==> src/rtl/stream_mux_n_pkg.sv <==
// Shared constants for the registered N-to-1 stream multiplexer.
// MODE is an elaboration-time choice between explicit select and round-robin.
package stream_mux_n_pkg;

    localparam int MUX_MODE_SEL = 0;
    localparam int MUX_MODE_RR  = 1;

endpackage

==> src/rtl/stream_mux_n_if.sv <==
// Bundles the N input channels and the single output stream of stream_mux_n.
// slave is the multiplexer's own view; master is the view of the producers and consumer around it.
interface stream_mux_n_if #(
    parameter int WIDTH = 32,
    parameter int N     = 4,
    parameter int SEL_W = 2
) ();

    logic [N*WIDTH-1:0] in_data;
    logic [N-1:0]       in_valid;
    logic [N-1:0]       in_ready;
    logic [SEL_W-1:0]   sel;
    logic [WIDTH-1:0]   out_data;
    logic               out_valid;
    logic               out_ready;
    logic [SEL_W-1:0]   out_src;

    modport slave (
        input  in_data, in_valid, sel, out_ready,
        output in_ready, out_data, out_valid, out_src
    );

    modport master (
        output in_data, in_valid, sel, out_ready,
        input  in_ready, out_data, out_valid, out_src
    );

endinterface

==> src/rtl/stream_mux_n_rr_arbiter.sv <==
// Combinational round-robin search: grants the first requester strictly after ptr,
// wrapping modulo N; ptr is always a legal channel index.
module rr_arbiter #(
    parameter int N     = 4,
    parameter int SEL_W = 2
) (
    input  logic [N-1:0]     req,
    input  logic [SEL_W-1:0] ptr,
    output logic             gnt_vld,
    output logic [SEL_W-1:0] gnt_idx
);

    // NOTE: every always_comb output gets a default before any branch, so no path
    // leaves it unassigned and no latch is inferred.
    always_comb begin
        gnt_vld = 1'b0;
        gnt_idx = '0;
        // Walk from the farthest offset to the nearest so the closest requester wins last.
        for (int k = N; k >= 1; k--) begin
            int idx;
            idx = (int'(ptr) + k) % N;
            if (req[idx]) begin
                gnt_vld = 1'b1;
                gnt_idx = SEL_W'(idx);
            end
        end
    end

endmodule

==> src/rtl/stream_mux_n.sv <==
// Registered N-to-1 stream multiplexer with one output stage and backpressure.
// MODE picks explicit select or round-robin arbitration at elaboration.
module stream_mux_n
    import stream_mux_n_pkg::*;
#(
    parameter int WIDTH = 32,
    parameter int N     = 4,
    parameter int SEL_W = 2,
    parameter int MODE  = MUX_MODE_SEL
) (
    input logic            clk,
    input logic            rst,
    stream_mux_n_if.slave  bus
);

    logic             space;
    logic             ready_en;
    logic             xfer;
    logic [SEL_W-1:0] gnt_idx;
    logic [N-1:0]     ready;
    logic [WIDTH-1:0] gnt_data;

    logic             out_valid_q;
    logic [WIDTH-1:0] out_data_q;
    logic [SEL_W-1:0] out_src_q;

    assign space = !out_valid_q || bus.out_ready;

    generate
        if (MODE == MUX_MODE_RR) begin : g_rr
            logic [SEL_W-1:0] ptr;
            logic             gnt_vld;

            rr_arbiter #(.N(N), .SEL_W(SEL_W)) u_arb (
                .req     (bus.in_valid),
                .ptr     (ptr),
                .gnt_vld (gnt_vld),
                .gnt_idx (gnt_idx)
            );

            assign ready_en = gnt_vld;

            // Reset to N-1 so the first search starts at channel 0.
            always_ff @(posedge clk or posedge rst) begin
                if (rst)       ptr <= SEL_W'(N - 1);
                else if (xfer) ptr <= gnt_idx;
            end
        end else begin : g_sel
            // The selected channel is offered space even when it is not yet valid.
            assign gnt_idx  = bus.sel;
            assign ready_en = (int'(bus.sel) < N);
        end
    endgenerate

    always_comb begin
        ready    = '0;
        gnt_data = '0;
        for (int i = 0; i < N; i++) begin
            if (gnt_idx == SEL_W'(i)) begin
                ready[i] = space && ready_en && !rst;
                gnt_data = bus.in_data[i*WIDTH +: WIDTH];
            end
        end
    end

    assign xfer = |(ready & bus.in_valid);

    // NOTE: sequential state uses non-blocking assignments so every register
    // samples pre-edge values regardless of statement order.
    always_ff @(posedge clk or posedge rst) begin
        if (rst) begin
            out_valid_q <= 1'b0;
            out_data_q  <= '0;
            out_src_q   <= '0;
        end else if (space) begin
            out_valid_q <= xfer;
            if (xfer) begin
                out_data_q <= gnt_data;
                out_src_q  <= gnt_idx;
            end
        end
    end

    assign bus.in_ready  = ready;
    assign bus.out_valid = out_valid_q;
    assign bus.out_data  = out_data_q;
    assign bus.out_src   = out_src_q;

endmodule

==> src/flat_wrapper.sv <==
// flat-port wrapper written by rule: the top's interface ports become plain ports
module stream_mux_n_flat import stream_mux_n_pkg::*;
#(
    parameter int WIDTH = 32,
    parameter int N     = 4,
    parameter int SEL_W = 2,
    parameter int MODE  = MUX_MODE_SEL
)
  (clk, rst, bus_in_data, bus_in_valid, bus_sel, bus_out_ready, bus_in_ready, bus_out_data, bus_out_valid, bus_out_src);
  stream_mux_n_if #(.WIDTH(WIDTH), .N(N), .SEL_W(SEL_W)) bus_i ();
  input logic clk;
  input logic rst;
  input wire logic [$bits(bus_i.in_data)-1:0] bus_in_data;
  input wire logic [$bits(bus_i.in_valid)-1:0] bus_in_valid;
  input wire logic [$bits(bus_i.sel)-1:0] bus_sel;
  input wire logic [$bits(bus_i.out_ready)-1:0] bus_out_ready;
  output wire logic [$bits(bus_i.in_ready)-1:0] bus_in_ready;
  output wire logic [$bits(bus_i.out_data)-1:0] bus_out_data;
  output wire logic [$bits(bus_i.out_valid)-1:0] bus_out_valid;
  output wire logic [$bits(bus_i.out_src)-1:0] bus_out_src;
  assign bus_i.in_data = bus_in_data;
  assign bus_i.in_valid = bus_in_valid;
  assign bus_i.sel = bus_sel;
  assign bus_i.out_ready = bus_out_ready;
  assign bus_in_ready = bus_i.in_ready;
  assign bus_out_data = bus_i.out_data;
  assign bus_out_valid = bus_i.out_valid;
  assign bus_out_src = bus_i.out_src;
  stream_mux_n #(.WIDTH(WIDTH), .N(N), .SEL_W(SEL_W), .MODE(MODE)) u_core (.clk(clk), .rst(rst), .bus(bus_i));
endmodule
==> config.mk <==
export PLATFORM = sky130hd
export DESIGN_NAME = stream_mux_n_flat
export DESIGN_NICKNAME = d
export VERILOG_FILES = /design/src/rtl/stream_mux_n_pkg.sv /design/src/rtl/stream_mux_n_if.sv /design/src/rtl/stream_mux_n_rr_arbiter.sv /design/src/rtl/stream_mux_n.sv /design/src/flat_wrapper.sv
export SDC_FILE = /design/constraint.sdc
export NUM_CORES = 1
export LEC_CHECK = 0
export BUFFER_PORTS_ARGS = -buffer_cell sky130_fd_sc_hd__clkbuf_2
export CAP_MARGIN = 20
export CORE_MARGIN = 2
export CORE_UTILIZATION = 44
export DETAILED_ROUTE_END_ITERATION = 16
export PLACE_DENSITY = 0.86
export SYNTH_ARGS = -nofsm -noshare
export SYNTH_HDL_FRONTEND = slang
export SYNTH_SLANG_ARGS = --single-unit
==> constraint.sdc <==
create_clock -name clk -period 3.64 [get_ports clk]
set_clock_uncertainty 0.2 [all_clocks]
set_input_delay 0.546 -clock clk [delete_from_list [all_inputs] [get_ports clk]]
set_output_delay 0.546 -clock clk [all_outputs]
set_load 0.005 [all_outputs]
== Yosys cells after proc, flatten, opt, wreduce, memory -nomap -nowiden ==
Index checks and enable logic that the tools add are counted.
Word-level totals
  flip-flop bits (word level): 35
  input port bits: 137
  output and inout bits: 39
  logic and storage cells: 22
Cells by class
  equal/unequal tests: 3
  muxes and demuxes: 8
  bitwise gates (word level): 1
  reduce and logical (&&, ||, !) cells: 7
Operator list (number)
  2-to-1 mux 32 bit: 4
  bitwise AND 4 bit: 1
  equality test 2 bit (second input constant): 2
  2-to-1 mux 1 bit: 4
  OR reduction 4 bit: 1
  equality test 2 x 1 -> 1 bit (second input constant): 1
  zero test 1 bit: 2
  zero test 2 bit: 1
  AND reduction 2 bit: 1
  logical AND 1 bit: 1
  logical OR 1 bit: 1

== Longest topological paths before layout ==
Gate-level depths: netlist of the first run.
  depth after elaboration: 7
  depth in mapped cells: 5
  mapped depth without buffers: 3

== Worst setup path after synthesis of the first run ==
No wires, ideal clock.
  kind: input -> output
  start point: input rst
  end point: output bus_in_ready[0]
  arrival: 1.825 ns
  required time: 2.894 ns
  slack: 1.069 ns
  stages on the path: 3
  buffers on the path: 0
  cells stage by stage: inv_1 -> nand2_1 -> nor3_1
Between the ends
  cells in the longest elaborated chain, start to end: 3
Ends and longest elaborated chain
  start, declared: RTL line flat_wrapper.sv:12  | input logic rst;
  zero test 1 bit: RTL line stream_mux_n.sv:60  | ready[i] = space && ready_en && !rst;
  logical AND 1 bit: RTL line stream_mux_n.sv:60
  2-to-1 mux 1 bit: RTL line stream_mux_n.sv:59  | if (gnt_idx == SEL_W'(i)) begin
  end, declared: RTL line flat_wrapper.sv:17  | output wire logic [$bits(bus_i.in_ready)-1:0] bus_in_ready;
Every way passes these cells.

== Final worst setup path of the first run ==
  start point: input rst
  end point: output bus_in_ready[1]
The elaborated chain is that of the path after synthesis.

==> results_dict.tcl, run 1 <==
set metrics [dict create \
    die_w_um 77.5 \
    crit_arrival_ps 1760 \
    initialDrtViolationCount 82 \
    start_util_pct 46.0 \
    grt_overflow_total 0 \
    p_per_area_mw_per_mm2 401 \
    grt_pass1_vias 2181 \
    slew_headroom_pct 50.4 \
    tightest_slew_ps 742 \
    cp-end-kind "output pin" \
    dr.pass1.iters 6 \
    drt.antenna.violating_nets 0 \
    finalHoldViolCount 0 \
    antenna_cells 0 \
    clock_latency_ps 270 \
    fin_crit_sh_pct 68.8 \
    rows 26 \
    cp_common_cell "clkbuf_2" \
    cts_resized 0 \
    crit_fanout 20 \
    hpwl_mm 5.65 \
    wire_per_inst_um 17.8 \
    design.die.area_mm2 0.00601 \
    synthTopCellsByArea "dfrtp_1 37%, mux4_2 27%, mux2_4 18%" \
    rsz0062_at_grt "no" \
    slew_viol_final 0 \
    postRouteWirelength_mm 6.73 \
    die_y_um 77.5 \
    peakVddDrop_uv 178 \
    syn_avg_cell_area_um2 17.9 \
    final_core_util_pct 64.2 \
    multi_input_area_mm2 0.00137 \
    cts_hold_buffers 0 \
    cts_tree "done" \
    drive_gt1_share_pct 80.2 \
    grt_pass1_wl_mm 11.0 \
    power_w 0.00133 \
    synth.net_count 270 \
    drc 0 \
    regArea_um2 876 \
    cts_inserted_buffers 5 \
    synth-warning-count 0 \
    grt_max_degree 38 \
    status "completed" \
    cts_max_level 2 \
    cts_root_buffer "clkbuf_8" \
    worstSetupStartpointType "input port" \
    netlist_instances 133 \
    p_leak_nw 1.77 \
    worstPathRequired_ps 2890 \
    cts_buffer_depth 2 \
    tns_ps 0 \
    r2r_setup_slack_ps 1670 \
    antenna_found_initial 0 \
    vias 1970 \
    crit_family "buffers and inverters" \
    critPathKind "input port to output pin" \
    ys_types 19 \
    holdCritPathClass "input port to asynchronous set/reset pin" \
    critPathMaxStageDelay_ps 550 \
    yosys.area.top_type "dfrtp_1" \
    seq_area_frac_synth_pct 36.8 \
    finalSetupViolCount 0 \
    period_needed_ps 2510 \
    clkSlewWorstSetupHoldPaths_ps 60 \
    hold_slack_ps 207 \
    crit_path_top_delay_cell "inv_1" \
    worstPathCellList "clkbuf_2, inv_1, nand2_1, nor3_1, clkbuf_2" \
    routabilityCongestion 0.871 \
    drv_cap 0 \
    cts_setup_buffers 0 \
    synth_top_cell_area_share_pct 36.8 \
    coreArea_mm2 0.00517 \
    synth_area_mm2 0.00238 \
    ios 176 \
    syn_to_final_growth_pct 39.7 \
    vias_per_cell 5.21 \
    portBuffers 175 \
    critPathBufInv 3 \
    synth-seq-cells 35 \
    num-nets-final 444 \
    fmax_mhz 399 \
    clock-sinks 35 \
    groute.usage.overall_pct 23.5 \
    fillers 402 \
]
[worst reg2reg max path: stages (launching register included)]
cell and delay, ps:
dfrtp_1 390, nand2b_1 210, nand3_4 520, mux2_4 540
[stage by stage]
stage / instance area (µm²) / setup WS, ps / cells
2_1_floorplan: 2380 / 1070 / 133
3_3_place_gp: 3240 / 924 / 370
3_5_place_dp: 3240 / 844 / 370
4_1_cts: 3320 / 1080 / 378
5_1_grt: 3320 / 863 / 378
6_report: 3320 / 1130 / 378
[placed cells by master, fill, tap and decap left out, drive strengths merged, types with 2 or more instances in the layout]
master,synthesis,routed
a31oi,2,2
buf,9,3
clkbuf,2,182
dfrtp,35,35
inv,3,3
mux2,34,34
mux2i,2,2
mux4,33,33
nand2,2,2
nor3,4,4
o21ai,2,2
o31ai,2,2
[report_power, final]
part,switching (W),leakage [nW],internal [W]
Clock,0.000129,0.0422,0.000134
Sequential,0.0000710,0.409,0.000498
Combinational,0.000174,1.31,0.000326
Total,0.000375,1.77,0.000959
[logic make-up (layout without fill, tap and decap cells)]
logic type             Yosys count  after routing  share of synthesized area (%)
multiplexers                    69             69                           53.6
buffers and inverters           14            189                           5.63
AND/OR/NAND/NOR                  9              9                           2.42
flip-flops                      35             35                           36.8
AO/OA/AOI/OAI                    6              6                           1.58
[sequential cells by signal, summed over array words and instances (netlist names)]
register	count
u_core.bus.out_data	32
u_core.bus.out_valid	1
u_core.bus.out_src	2
[final cells by class]
type,instances,area share [%]
clock inverters,1,0.151
well taps,70,2.64
flip-flops and latches,35,26.4
multi-input cells,84,41.2
inverters,3,0.339
repair buffers,178,27.0
clock buffers,7,2.30
[per-layer routing]
| metal | up-vias | share of wire, % | global-route usage (%) |
|---|---|---|---|
| met4 | 0 | 3.2 | 9.82 |
| met2 | 84 | 55 | 41.9 |
| met5 | - | 0 | 0 |
| met3 | 20 | 4.5 | 3.95 |
| met1 | 975 | 37 | 28.0 |
| li1 | 891 | - | - |
[final timing paths]
path                                                     startpoint  cells after the start                                   to
min in group clk                u_core.bus.out_data[28]$_DFFE_PP0P_                      1  u_core.bus.out_data[28]$_DFFE_PP0P_
worst min-delay path                                            rst                      2    u_core.bus.out_src[1]$_DFFE_PP0P_
worst max-delay path                                            rst                      5                      bus_in_ready[1]
max in group asynchronous                                       rst                      3   u_core.bus.out_data[7]$_DFFE_PP0P_
worst min register to register  u_core.bus.out_data[28]$_DFFE_PP0P_                      1  u_core.bus.out_data[28]$_DFFE_PP0P_
worst max register to register     u_core.bus.out_valid$_DFFE_PP0N_                      3  u_core.bus.out_data[31]$_DFFE_PP0P_
[cells in the mapped netlist (all sizes together)]
cell,count
inv,3
o21ai,2
nand3,1
nor2b,1
clkbuf,2
mux4,33
nand2,2
mux2i,2
mux2,34
a31oi,2
dfrtp,35
o31ai,2
nor3,4
nand2b,1
buf,9
Power figures use the tool's default switching activity.
==> inputs of run 2 (changes only) <==
--- a/config.mk
+++ b/config.mk
@@ -8,9 +8,9 @@
 export BUFFER_PORTS_ARGS = -buffer_cell sky130_fd_sc_hd__clkbuf_2
 export CAP_MARGIN = 20
 export CORE_MARGIN = 2
-export CORE_UTILIZATION = 44
+export CORE_UTILIZATION = 41
 export DETAILED_ROUTE_END_ITERATION = 16
-export PLACE_DENSITY = 0.86
+export PLACE_DENSITY = 0.81
 export SYNTH_ARGS = -nofsm -noshare
 export SYNTH_HDL_FRONTEND = slang
 export SYNTH_SLANG_ARGS = --single-unit
==> constraint.sdc (replaced) <==
create_clock -name clk -period 2.6 [get_ports clk]
set_clock_uncertainty 0.2 [all_clocks]
set_input_delay 0.39 -clock clk [delete_from_list [all_inputs] [get_ports clk]]
set_output_delay 0.39 -clock clk [all_outputs]
set_load 0.005 [all_outputs]
==> run 2 against run 1 <==
Critical path depth is the same. First-iteration DRC count shrank 39%. Wire length shrank 7.9%. Final area grew 2.2%. Sequential power grew 40%. Flip-flop and latch count is the same. Core utilization shrank 2.9 points. Via count is essentially flat. Final cell count grew 1.3%. Worst hold slack lost 150 ps. Critical endpoint is now bus_in_ready[2]. Largest cell class unchanged. Highest routed layer unchanged.
==> results_dict.tcl, run 2 (synthesis results as in run 1) <==
set metrics [dict create \
    start_util_pct 42.9 \
    cts_setup_buffers 0 \
    cp-end-kind "output pin" \
    postRouteWirelength_mm 6.20 \
    coreArea_mm2 0.00554 \
    vias 1971 \
    fin_crit_sh_pct 78.8 \
    design.die.area_mm2 0.00643 \
    period_needed_ps 2050 \
    dr.pass1.iters 4 \
    drc 0 \
    finalHoldViolCount 0 \
    wire_per_inst_um 16.2 \
    slew_viol_final 0 \
    cts_resized 0 \
    die_y_um 80.2 \
    r2r-end "u_core.bus.out_data[30]$_DFFE_PP0P_" \
    drive_gt1_share_pct 81.0 \
    initialDrtViolationCount 50 \
    cts_root_buffer "clkbuf_8" \
    p_per_area_mw_per_mm2 586 \
    status "completed" \
    syn_to_final_growth_pct 42.8 \
    p_leak_nw 1.80 \
    grt_max_degree 38 \
    drv_cap 0 \
    antenna_cells 0 \
    worstPathRequired_ps 2010 \
    grt_pass1_vias 2154 \
    tns_ps 0 \
    cts_max_level 2 \
    crit_start "bus_sel[1]" \
    final_area_mm2 0.00340 \
    vias_per_cell 5.15 \
    cts_hold_buffers 0 \
    crit_arrival_ps 1460 \
    r2r_setup_slack_ps 840 \
    portBuffers 175 \
    fmax_mhz 488 \
    hold_slack_ps 59.4 \
    clock_latency_ps 270 \
    grt_overflow_total 0 \
    clkSlewWorstSetupHoldPaths_ps 70 \
    cts_buffer_depth 2 \
    worstSetupStartpointType "input port" \
    finalSetupViolCount 0 \
    num-nets-final 447 \
    ios 176 \
    groute.usage.overall_pct 20.0 \
    grt_pass1_wl_mm 9.89 \
    cts_inserted_buffers 5 \
    critPathKind "input port to output pin" \
    cts_tree "done" \
    placed_area_mm2 0.00328 \
    largest_register_ffs 32 \
    power_w 0.00199 \
    r2r.worst_path.cells 4 \
    crit_fanout 37 \
    tightest_slew_ps 481 \
    rows 27 \
    hpwl_mm 5.10 \
    slew_headroom_pct 67.9 \
    drt.antenna.violating_nets 0 \
    final_cell_mix "175 x clkbuf_2, 35 x dfrtp_1, 29 x mux2_4, 28 x mux4_2, 6 x clkbuf_8" \
    antenna_found_initial 0 \
    peakVddDrop_uv 327 \
    rsz0062_at_grt "no" \
    layout_commonest_cell "clkbuf_2" \
    routabilityCongestion 0.833 \
    r2r-start "u_core.bus.out_valid$_DFFE_PP0N_" \
    holdCritPathClass "input port to asynchronous set/reset pin" \
    clock-sinks 35 \
    die_w_um 80.2 \
]
[run 2: cell count changes in the layout (fill, tap and decap cells not counted), sizes merged]
cell    delta
buf        +3
bufinv     +1
clkbuf     -1
[run 2: cell type report]
cell class / instances / area (µm²)
inverters: 3 / 11.3
multi-input cells: 84 / 1370
clock buffers: 6 / 82.6
clock inverters: 2 / 35.0
well taps: 72 / 90.1
fillers: 474 / 2140
flip-flops and latches: 35 / 876
repair buffers: 181 / 933
[run 2: worst max path at each step]
| stage | end | slack, ps | cells past startpoint |
|---|---|---|---|
| 4_1_cts | bus_in_ready[2] | 530 | 5 |
| 6_report | bus_in_ready[2] | 550 | 5 |
| 5_1_grt | bus_in_ready[2] | 400 | 5 |
| 2_1_floorplan | u_core.bus.out_data[10]$_DFFE_PP0P_ | 230 | 4 |
| 3_5_place_dp | u_core.bus.out_data[16]$_DFFE_PP0P_ | 420 | 5 |
| 3_3_place_gp | u_core.bus.out_data[1]$_DFFE_PP0P_ | 450 | 5 |
[run 2: metal layers]
metal  wire length (µm)  share of wire, %  GRT usage, %  vias to the layer above
met4                 95               1.5          6.61                        0
met5                  0                 0             0                        -
met1               2270                37          24.4                      949
met3                484               7.8          3.26                       10
li1                   -                 -             -                      899
met2               3350                54          35.8                      113
[run 2: through the flow]
stage / utilization, % / std cells / setup WS, ps
after floorplan: - / 133 / 230
after global placement: 59.2 / 375 / 450
after detailed placement: 59.2 / 375 / 417
after CTS: 61.3 / 383 / 526
after global routing: 61.3 / 383 / 398
final: 61.3 / 383 / 552
[run 2: where the power goes]
| group | internal [W] | switching, W | total [W] | leakage [nW] |
|---|---|---|---|---|
| clock network | 0.000310 | 0.000187 | 0.000497 | 0.0612 |
| logic | 0.000461 | 0.000237 | 0.000698 | 1.33 |
| registers | 0.000697 | 0.0000969 | 0.000794 | 0.409 |
[run 2: worst max-delay path: stages]
cell	delay, ps
clkbuf_2	90
buf_4	420
inv_1	130
nor3_1	260
clkbuf_2	160
